`src/rtl/mem_bus_arbiter.sv`:
```
// ----------------------------------------------------------------------------
// mem_bus_arbiter : two-requester round-robin arbiter onto a single memory bus
//   Optional WAIT timeout abort enabled by macro MEM_ARB_TIMEOUT_EN.
//   Revision 1.0
// ----------------------------------------------------------------------------
`default_nettype none

module mem_bus_arbiter #(
  parameter int TIMEOUT_CYCLES = 64
) (
  input  logic        clk,
  input  logic        CPU_rst,
  input  logic        r0_initiate_op,
  input  logic        r0_read_write,
  input  logic [15:0] r0_addr,
  input  logic [15:0] r0_wdata,
  output logic [15:0] r0_rdata,
  output logic        r0_op_complete,
  input  logic        r1_initiate_op,
  input  logic        r1_read_write,
  input  logic [15:0] r1_addr,
  input  logic [15:0] r1_wdata,
  output logic [15:0] r1_rdata,
  output logic        r1_op_complete,
  output logic [15:0] MAB,
  output logic        read_write,
  output logic        initiate_op,
  output logic [15:0] MDB_out,
  output logic        MDB_oe,
  input  logic [15:0] MDB_in,
  input  logic        op_complete,
  output logic [1:0]  grant,
  output logic        bus_error
);

  typedef enum logic [1:0] {
    S_IDLE    = 2'd0,
    S_ISSUE   = 2'd1,
    S_WAIT    = 2'd2,
    S_RELEASE = 2'd3
  } state_t;

  if (TIMEOUT_CYCLES < 1) begin : g_bad_timeout
    $error("TIMEOUT_CYCLES must be at least 1");
  end

  state_t      state_q, state_d;
  // last_q is both the round-robin history and the owner of the current transfer
  logic        last_q, last_d;
  logic [1:0]  grant_q, grant_d;
  logic [15:0] addr_q, addr_d;
  logic [15:0] wdata_q, wdata_d;
  logic        rw_q, rw_d;
  logic [15:0] r0_rdata_q, r0_rdata_d;
  logic [15:0] r1_rdata_q, r1_rdata_d;
  logic        r0_done_q, r0_done_d;
  logic        r1_done_q, r1_done_d;
  logic        w_win;
  logic        w_timeout;

`ifdef MEM_ARB_TIMEOUT_EN
  localparam int CNT_W = (TIMEOUT_CYCLES > 1) ? $clog2(TIMEOUT_CYCLES) : 1;

  logic [CNT_W-1:0] cnt_q;
  logic             berr_q;

  assign w_timeout = (state_q == S_WAIT) && (cnt_q == CNT_W'(TIMEOUT_CYCLES - 1));

  always_ff @(posedge clk or posedge CPU_rst) begin
    if (CPU_rst) begin
      cnt_q  <= '0;
      berr_q <= 1'b0;
    end else begin
      cnt_q  <= (state_q == S_WAIT) ? cnt_q + 1'b1 : '0;
      berr_q <= w_timeout && !op_complete;
    end
  end

  assign bus_error = berr_q;
`else
  assign w_timeout = 1'b0;
  assign bus_error = 1'b0;
`endif

  always_ff @(posedge clk or posedge CPU_rst) begin
    if (CPU_rst) begin
      state_q    <= S_IDLE;
      last_q     <= 1'b1;
      grant_q    <= 2'b00;
      addr_q     <= 16'h0000;
      wdata_q    <= 16'h0000;
      rw_q       <= 1'b0;
      r0_rdata_q <= 16'h0000;
      r1_rdata_q <= 16'h0000;
      r0_done_q  <= 1'b0;
      r1_done_q  <= 1'b0;
    end else begin
      state_q    <= state_d;
      last_q     <= last_d;
      grant_q    <= grant_d;
      addr_q     <= addr_d;
      wdata_q    <= wdata_d;
      rw_q       <= rw_d;
      r0_rdata_q <= r0_rdata_d;
      r1_rdata_q <= r1_rdata_d;
      r0_done_q  <= r0_done_d;
      r1_done_q  <= r1_done_d;
    end
  end

  always_comb begin
    state_d    = state_q;
    last_d     = last_q;
    grant_d    = grant_q;
    addr_d     = addr_q;
    wdata_d    = wdata_q;
    rw_d       = rw_q;
    r0_rdata_d = r0_rdata_q;
    r1_rdata_d = r1_rdata_q;
    r0_done_d  = 1'b0;
    r1_done_d  = 1'b0;
    w_win      = last_q;
    case (state_q)
      S_IDLE: begin
        if (r0_initiate_op || r1_initiate_op) begin
          // Under contention the loser of the previous round wins this one
          w_win   = (r0_initiate_op && r1_initiate_op) ? ~last_q : r1_initiate_op;
          last_d  = w_win;
          grant_d = w_win ? 2'b10 : 2'b01;
          addr_d  = w_win ? r1_addr : r0_addr;
          rw_d    = w_win ? r1_read_write : r0_read_write;
          if (!rw_d) begin
            wdata_d = w_win ? r1_wdata : r0_wdata;
          end
          state_d = S_ISSUE;
        end
      end
      S_ISSUE: begin
        state_d = S_WAIT;
      end
      S_WAIT: begin
        if (op_complete || w_timeout) begin
          if (!op_complete) begin
            if (last_q) r1_rdata_d = 16'hFFFF;
            else        r0_rdata_d = 16'hFFFF;
          end else if (rw_q) begin
            if (last_q) r1_rdata_d = MDB_in;
            else        r0_rdata_d = MDB_in;
          end
          r0_done_d = ~last_q;
          r1_done_d = last_q;
          state_d   = S_RELEASE;
        end
      end
      S_RELEASE: begin
        if (!op_complete) begin
          grant_d = 2'b00;
          state_d = S_IDLE;
        end
      end
      default: state_d = S_IDLE;
    endcase
  end

  assign initiate_op    = (state_q == S_ISSUE) || (state_q == S_WAIT);
  assign MDB_oe         = initiate_op && !rw_q;
  assign MAB            = addr_q;
  assign read_write     = rw_q;
  assign MDB_out        = wdata_q;
  assign grant          = grant_q;
  assign r0_rdata       = r0_rdata_q;
  assign r1_rdata       = r1_rdata_q;
  assign r0_op_complete = r0_done_q;
  assign r1_op_complete = r1_done_q;

endmodule

`default_nettype wire

```
`config.mk`:
```
export PLATFORM = sky130hd
export DESIGN_NAME = mem_bus_arbiter
export DESIGN_NICKNAME = d
export VERILOG_FILES = /design/src/rtl/mem_bus_arbiter.sv
export SDC_FILE = /design/constraint.sdc
export NUM_CORES = 1
export LEC_CHECK = 0
export CORE_MARGIN = 2
export CORE_UTILIZATION = 36
export CTS_CLUSTER_DIAMETER = 150
export CTS_CLUSTER_SIZE = 10
export DETAILED_ROUTE_END_ITERATION = 12
export PLACE_DENSITY = 0.78
export SYNTH_ARGS = -nofsm -noshare
export SYNTH_HDL_FRONTEND = slang
export SYNTH_SLANG_ARGS = --single-unit
```
`constraint.sdc`:
```
create_clock -name clk -period 2.08 [get_ports clk]
set_input_delay 0.416 -clock clk [delete_from_list [all_inputs] [get_ports clk]]
set_output_delay 0.416 -clock clk [all_outputs]
set_load 0.03 [all_outputs]
```
# Word level (Yosys, flattened, before mapping)

Cells that the tools add are included.

Eq/ne operators: 6
Muxes and demuxes: 15
Bitwise operators: 2
Reduce and logical (&&, ||, !) cells: 13

Operators by type and width:

| cell                 | count |
|---|---|
| $mux W16             | 2 |
| $mux W2              | 5 |
| $reduce_and A3 Y1    | 3 |
| $pmux W2 S4          | 1 |
| $reduce_and A4 Y1    | 2 |
| $mux W1              | 6 |
| $ne A2 B2 Y1 const B | 3 |
| $eq A2 B2 Y1 const B | 2 |
| $pmux W2 S2          | 1 |
| $eq A2 B1 Y1 const B | 1 |
| $logic_and A1 B1 Y1  | 2 |
| $logic_not A2 Y1     | 1 |
| $logic_or A1 B1 Y1   | 2 |
| $not A1 Y1           | 2 |
| $reduce_and A2 Y1    | 1 |
| $reduce_bool A2 Y1   | 1 |
| $logic_not A1 Y1     | 1 |

Register bits after elaboration: 72
Input port bits: 87
Output and inout bits: 72
Word-level logic and storage cells: 46

# Depth between registers and ports, before layout

Depth after elaboration: 5
Depth in mapped cells: 8
Gate-level depth less buffers: 5

# Least setup slack after synthesis

No wires, ideal clock.

Kind: register -> register
Start point: reg state_q[0]
End point: reg wdata_q[0], in the netlist MDB_out[0]
Setup time: 0.125 ns
Data arrival time: 1.722 ns
Data required time: 1.955 ns
Slack: 0.232 ns
Cell stages (with the launch flop): 9
Path buffers: 3
Period minus slack after synthesis: 1.848 ns
Path through: dfrtp_1 > inv_1 > ha_1 > clkbuf_1 > nor2b_1 > a32o_1 > buf_6 > buf_8 > mux2_4

Word-level cells in the longest chain between the ends: 2

RTL lines:

| element                            | line | text |
|---|---|---|
| from (decl)                        | 47   | `state_t state_q, state_d;` |
| from (signal assigned)             | 98   | `state_q <= state_d;` |
| $logic_not A2 Y1                   | 123  | `case (state_q)` |
| $reduce_and A3 Y1 (no source line) | -    |  |
| to (signal assigned)               | 102  | `wdata_q <= wdata_d;` |
| to (decl)                          | 52   | `logic [15:0] wdata_q, wdata_d;` |

No other way between the ends.
A chain may end at the register's enable or synchronous reset.

# Worst setup path after layout

Start point: reg state_q[1]
End point: out initiate_op

Word-level cells in the longest chain between the ends: 2
Elaborated cells on any way between the ends: 3
Those cells by class: eq/ne: 2; reduce/logical: 1

RTL lines:

| element                                             | line | text |
|---|---|---|
| $eq A2 B1 Y1 / $eq A2 B2 Y1 (equally long branches) | 165  | `assign initiate_op = (state_q == S_ISSUE) \|\| (state_q == S_WAIT);` |
| $logic_or A1 B1 Y1 (*)                              | 165  |  |
| to (decl)                                           | 27   | `output logic initiate_op,` |

Every way passes the cells marked *; elsewhere a longest branch is shown, timed or not.

==> Flow_metrics.wiki <==
{| class="wikitable"
! Metric !! Value
|-
| Outcome || complete, no violations
|-
| Portion of the clock cycle consumed by the worst path in the final layout || 95.45%
|-
| Share of async-settable or async-resettable flops after synthesis || 100.0%
|-
| Synthesis warning total || 0
|-
| Sequential cell area || 0.001803 mm2
|-
| Clock tree root driver cell || sky130_fd_sc_hd__clkbuf_8
|-
| Fraction of layout cells with a size suffix above 1 || 23.38%
|-
| Maximum clock skew at final layout || 0.01438 ns
|-
| Core region area || 0.008678 mm2
|-
| Final global-route overflow total || 0
|-
| Antenna cells || 0
|-
| Number of post-CTS setup repair buffers || 0
|-
| Rows || 34
|-
| Total routing resource utilization after global routing || 16.85%
|-
| Remaining design rule violation count || 0
|-
| Area of the die || 0.009708 mm2
|-
| Minimum period implied by the final worst setup slack || 1.985 ns
|-
| Most common cell after layout, fill and taps aside || sky130_fd_sc_hd__clkdlybuf4s50_1
|-
| Initial drt markers || 57
|-
| Switching power summed over all nets || 3.215 mW
|-
| Last weighted congestion value of the routability-driven placer || 0.8051
|-
| Horizontal die dimension || 98.53 um
|-
| Clock insertion delay at the later pin of the skew report || 0.34 ns
|-
| Via/cell ratio || 4.712
|-
| Cells traversed along the worst timing path || inv_1 -> ha_1 -> dlygate4sd2_1
|-
| Vias in the first global route || 2549
|-
| Area of combinational cells with multiple inputs || 0.001311 mm2
|-
| Worst min-delay path class || register to register
|-
| Final count of hold timing violations || 0
|-
| Arrival @ worst endpoint || 1.57 ns
|-
| Effective utilization at floorplan || 37.07%
|-
| Top library cells by usage in the layout, fill and taps aside || sky130_fd_sc_hd__clkdlybuf4s50_1, sky130_fd_sc_hd__dfrtp_1, sky130_fd_sc_hd__mux2_2
|-
| Total wirelength of the detailed-routed design || 7.910 mm
|-
| Buffers and inverters on the worst path || 2
|-
| Biggest area contributors in the synthesized netlist || sky130_fd_sc_hd__dfrtp_1, sky130_fd_sc_hd__mux2_2, sky130_fd_sc_hd__mux2i_1, sky130_fd_sc_hd__mux2_4, sky130_fd_sc_hd__o21ai_0
|-
| Final antenna-violating net count || 0
|-
| Clock buffers created by TritonCTS || 9
|-
| Category of the critical setup timing path || register to primary output
|-
| Max capacitance violation total || 0
|-
| First-pass iteration count of the detailed router || 4
|-
| Number of standard cells in the layout, taps in and fillers out || 510
|-
| Count of buffers from port buffering || 157
|-
| Fraction of power spent switching nets || 39.45%
|-
| First-pass GRT wire length || 12.90 mm
|-
| Proportion of netlist area held by the largest area contributor || 55.23%
|-
| CTS Hold Bufs || 0
|-
| Power density relative to cell area || 1563 mW/mm2
|-
| Ports placed on the boundary || 159
|-
| Unrepaired setup endpoints after global routing || no
|-
| Average wire per standard cell || 15.51 um
|-
| TritonCTS clock tree || done
|-
| Post-Syn Nets || 323
|-
| Max Fclk || 503.7 MHz
|-
| Height of the chip || 98.53 um
|-
| Cell total after placement || 495
|-
| Number of fillers in the final layout || 720
|-
| Final HPWL from detailed placement || 5.916 mm
|-
| Netlist area before placement || 0.003217 mm2
|-
| Sequential share of the synthesized area || 56.05%
|-
| Top flip-flop cell by instance count after synthesis || sky130_fd_sc_hd__dfrtp_1
|-
| Initial antenna violation count || 0
|-
| Synthesized area divided by synthesized cell count || 13.87 um2
|-
| Post-Syn Instances || 232
|-
| Number of pins exceeding their max-slew limit in the final report || 0
|-
| NumNets Final || 489
|-
| EDFF count, synth || 0
|-
| Pin count of the biggest net entering global routing || 73
|-
| Clk buf depth || 2
|-
| Number of distinct library cells after synthesis || 33
|-
| Proportion of power drawn by combinational gates || 55.6%
|-
| Crit path max-delay cell type || sky130_fd_sc_hd__dfrtp_1
|-
| Internal Dissipation || 4.934 mW
|-
| Clock transition at path regs || 0.07 ns
|-
| Setup TNS || 0 ns
|-
| Critical path endpoint category || primary output
|-
| Area growth syn-to-layout || 62.04%
|-
| Worst endpoint required time || 1.66 ns
|-
| Crit-path max FO || 4
|-
| Clk sinks || 72
|-
| Sequential share of power || 30.3%
|-
| Total of endpoints with negative setup slack in the final report || 0
|-
| Leakage dissipation || 2.233 nW
|-
| Cell type with the largest total area after synthesis || sky130_fd_sc_hd__dfrtp_1
|-
| Post-synthesis sequential element count || 72
|-
| Kind of cell adding the most delay to the critical path || buffers and inverters
|-
| Clk pwr share || 14.1%
|-
| H-tree level count || 3
|-
| Kind of start point of the critical path || register
|-
| Worst path max stage delay || 0.42 ns
|-
| Peak supply drop || 0.8134 mV
|-
| Routed via count || 2403
|}
[cell usage after synthesis, drive strengths merged (2+ instances only)]
library cell	instances
nor2b	5
a21oi	2
dfrtp	71
inv	4
mux2	65
clkbuf	4
mux2i	16
o21ai	17
ha	4
buf	8
nand2	19
a31oi	2
[cell families after synthesis]
group	Yosys count	synth area share, %
adder cells (fa/ha/maj)	4	1.556
other	1	0.1166
multiplexers	81	28.78
AND/OR/NAND/NOR	30	4.551
buffers and inverters	16	3.305
flip-flops	72	56.05
AO/OA/AOI/OAI	28	5.640
[routing by layer]
| layer | GRT usage [%] | share of wire [%] |
|---|---|---|
| met1 | 20.23 | 42 |
| met2 | 29.41 | 52 |
| met3 | 5.319 | 5.9 |
| met4 | 4.426 | 0.87 |
| met5 | 0 | 0 |
[sequential cells by signal, summed over array words and instances (netlist names)]
register	count
r1_op_complete	1
r0_rdata	16
r0_op_complete	1
MAB	16
grant	2
r1_rdata	16
read_write	1
MDB_out	16
state_q	2
last_q	1
[tightest hold or removal path, stage by stage, from the launching register on]
cell	delay, ns
sky130_fd_sc_hd__dfrtp_1	0.34
sky130_fd_sc_hd__nand2_1	0.04
sky130_fd_sc_hd__o21ai_0	0.06
[through the flow]
| stage | worst slack [ns] | power, mW | hold slack, ns | util, % | instance area (um2) |
|---|---|---|---|---|---|
| floorplan | 0.2325 | 5.099 | 0.4890 | - | 3221 |
| global placement | 0.06344 | 6.974 | 0.4631 | 57.76 | 5012 |
| detailed placement | 0.04234 | 7.086 | 0.4698 | 57.76 | 5012 |
| CTS | 0.06971 | 8.255 | 0.4870 | 60.06 | 5213 |
| global route | 0.001121 | 8.597 | 0.5183 | 60.06 | 5213 |
| finish | 0.09454 | 8.149 | 0.4812 | 60.06 | 5213 |
[what timing repair did]
action,in CTS,in global routing
endpoints found under the hold margin,0,0
gates resized for setup,1,0
setup endpoints to repair,1,0
[layout make-up]
| type | count | area share (%) |
|---|---|---|
| tap | 108 | 2.592 |
| sequential | 72 | 34.59 |
| multi-input combinational | 144 | 25.16 |
| clock inverter | 4 | 1.344 |
| clock buffer | 11 | 2.520 |
| timing repair buffer | 167 | 33.44 |
| inverter | 4 | 0.3601 |
[worst paths after layout]
path                       slack (ns)                   start                      end  cells past startpoint
setup / recovery                 0.09  state_q[1]$_DFFE_PP0P_              initiate_op                      3
hold / removal                   0.48      MAB[5]$_DFFE_PP0P_       MAB[5]$_DFFE_PP0P_                      2
setup reg to reg                 0.32  state_q[0]$_DFFE_PP0P_  MDB_out[15]$_DFFE_PP0P_                      6
hold reg to reg                  0.48      MAB[5]$_DFFE_PP0P_       MAB[5]$_DFFE_PP0P_                      2
max in group asynchronous        1.20                 CPU_rst       last_q$_DFFE_PP1P_                      3
min in group asynchronous        0.53                 CPU_rst  r0_rdata[5]$_DFFE_PP0P_                      3
[power groups by stage]
stage | registers (mW) | clock network [mW] | logic [mW]
floorplan | 3.76 | 0 | 1.33
global placement | 2.47 | 0 | 4.50
detailed placement | 2.50 | 0 | 4.59
CTS | 2.48 | 1.19 | 4.59
global route | 2.57 | 1.26 | 4.77
finish | 2.47 | 1.15 | 4.53
No activity file was read; power rests on OpenSTA's default activity.
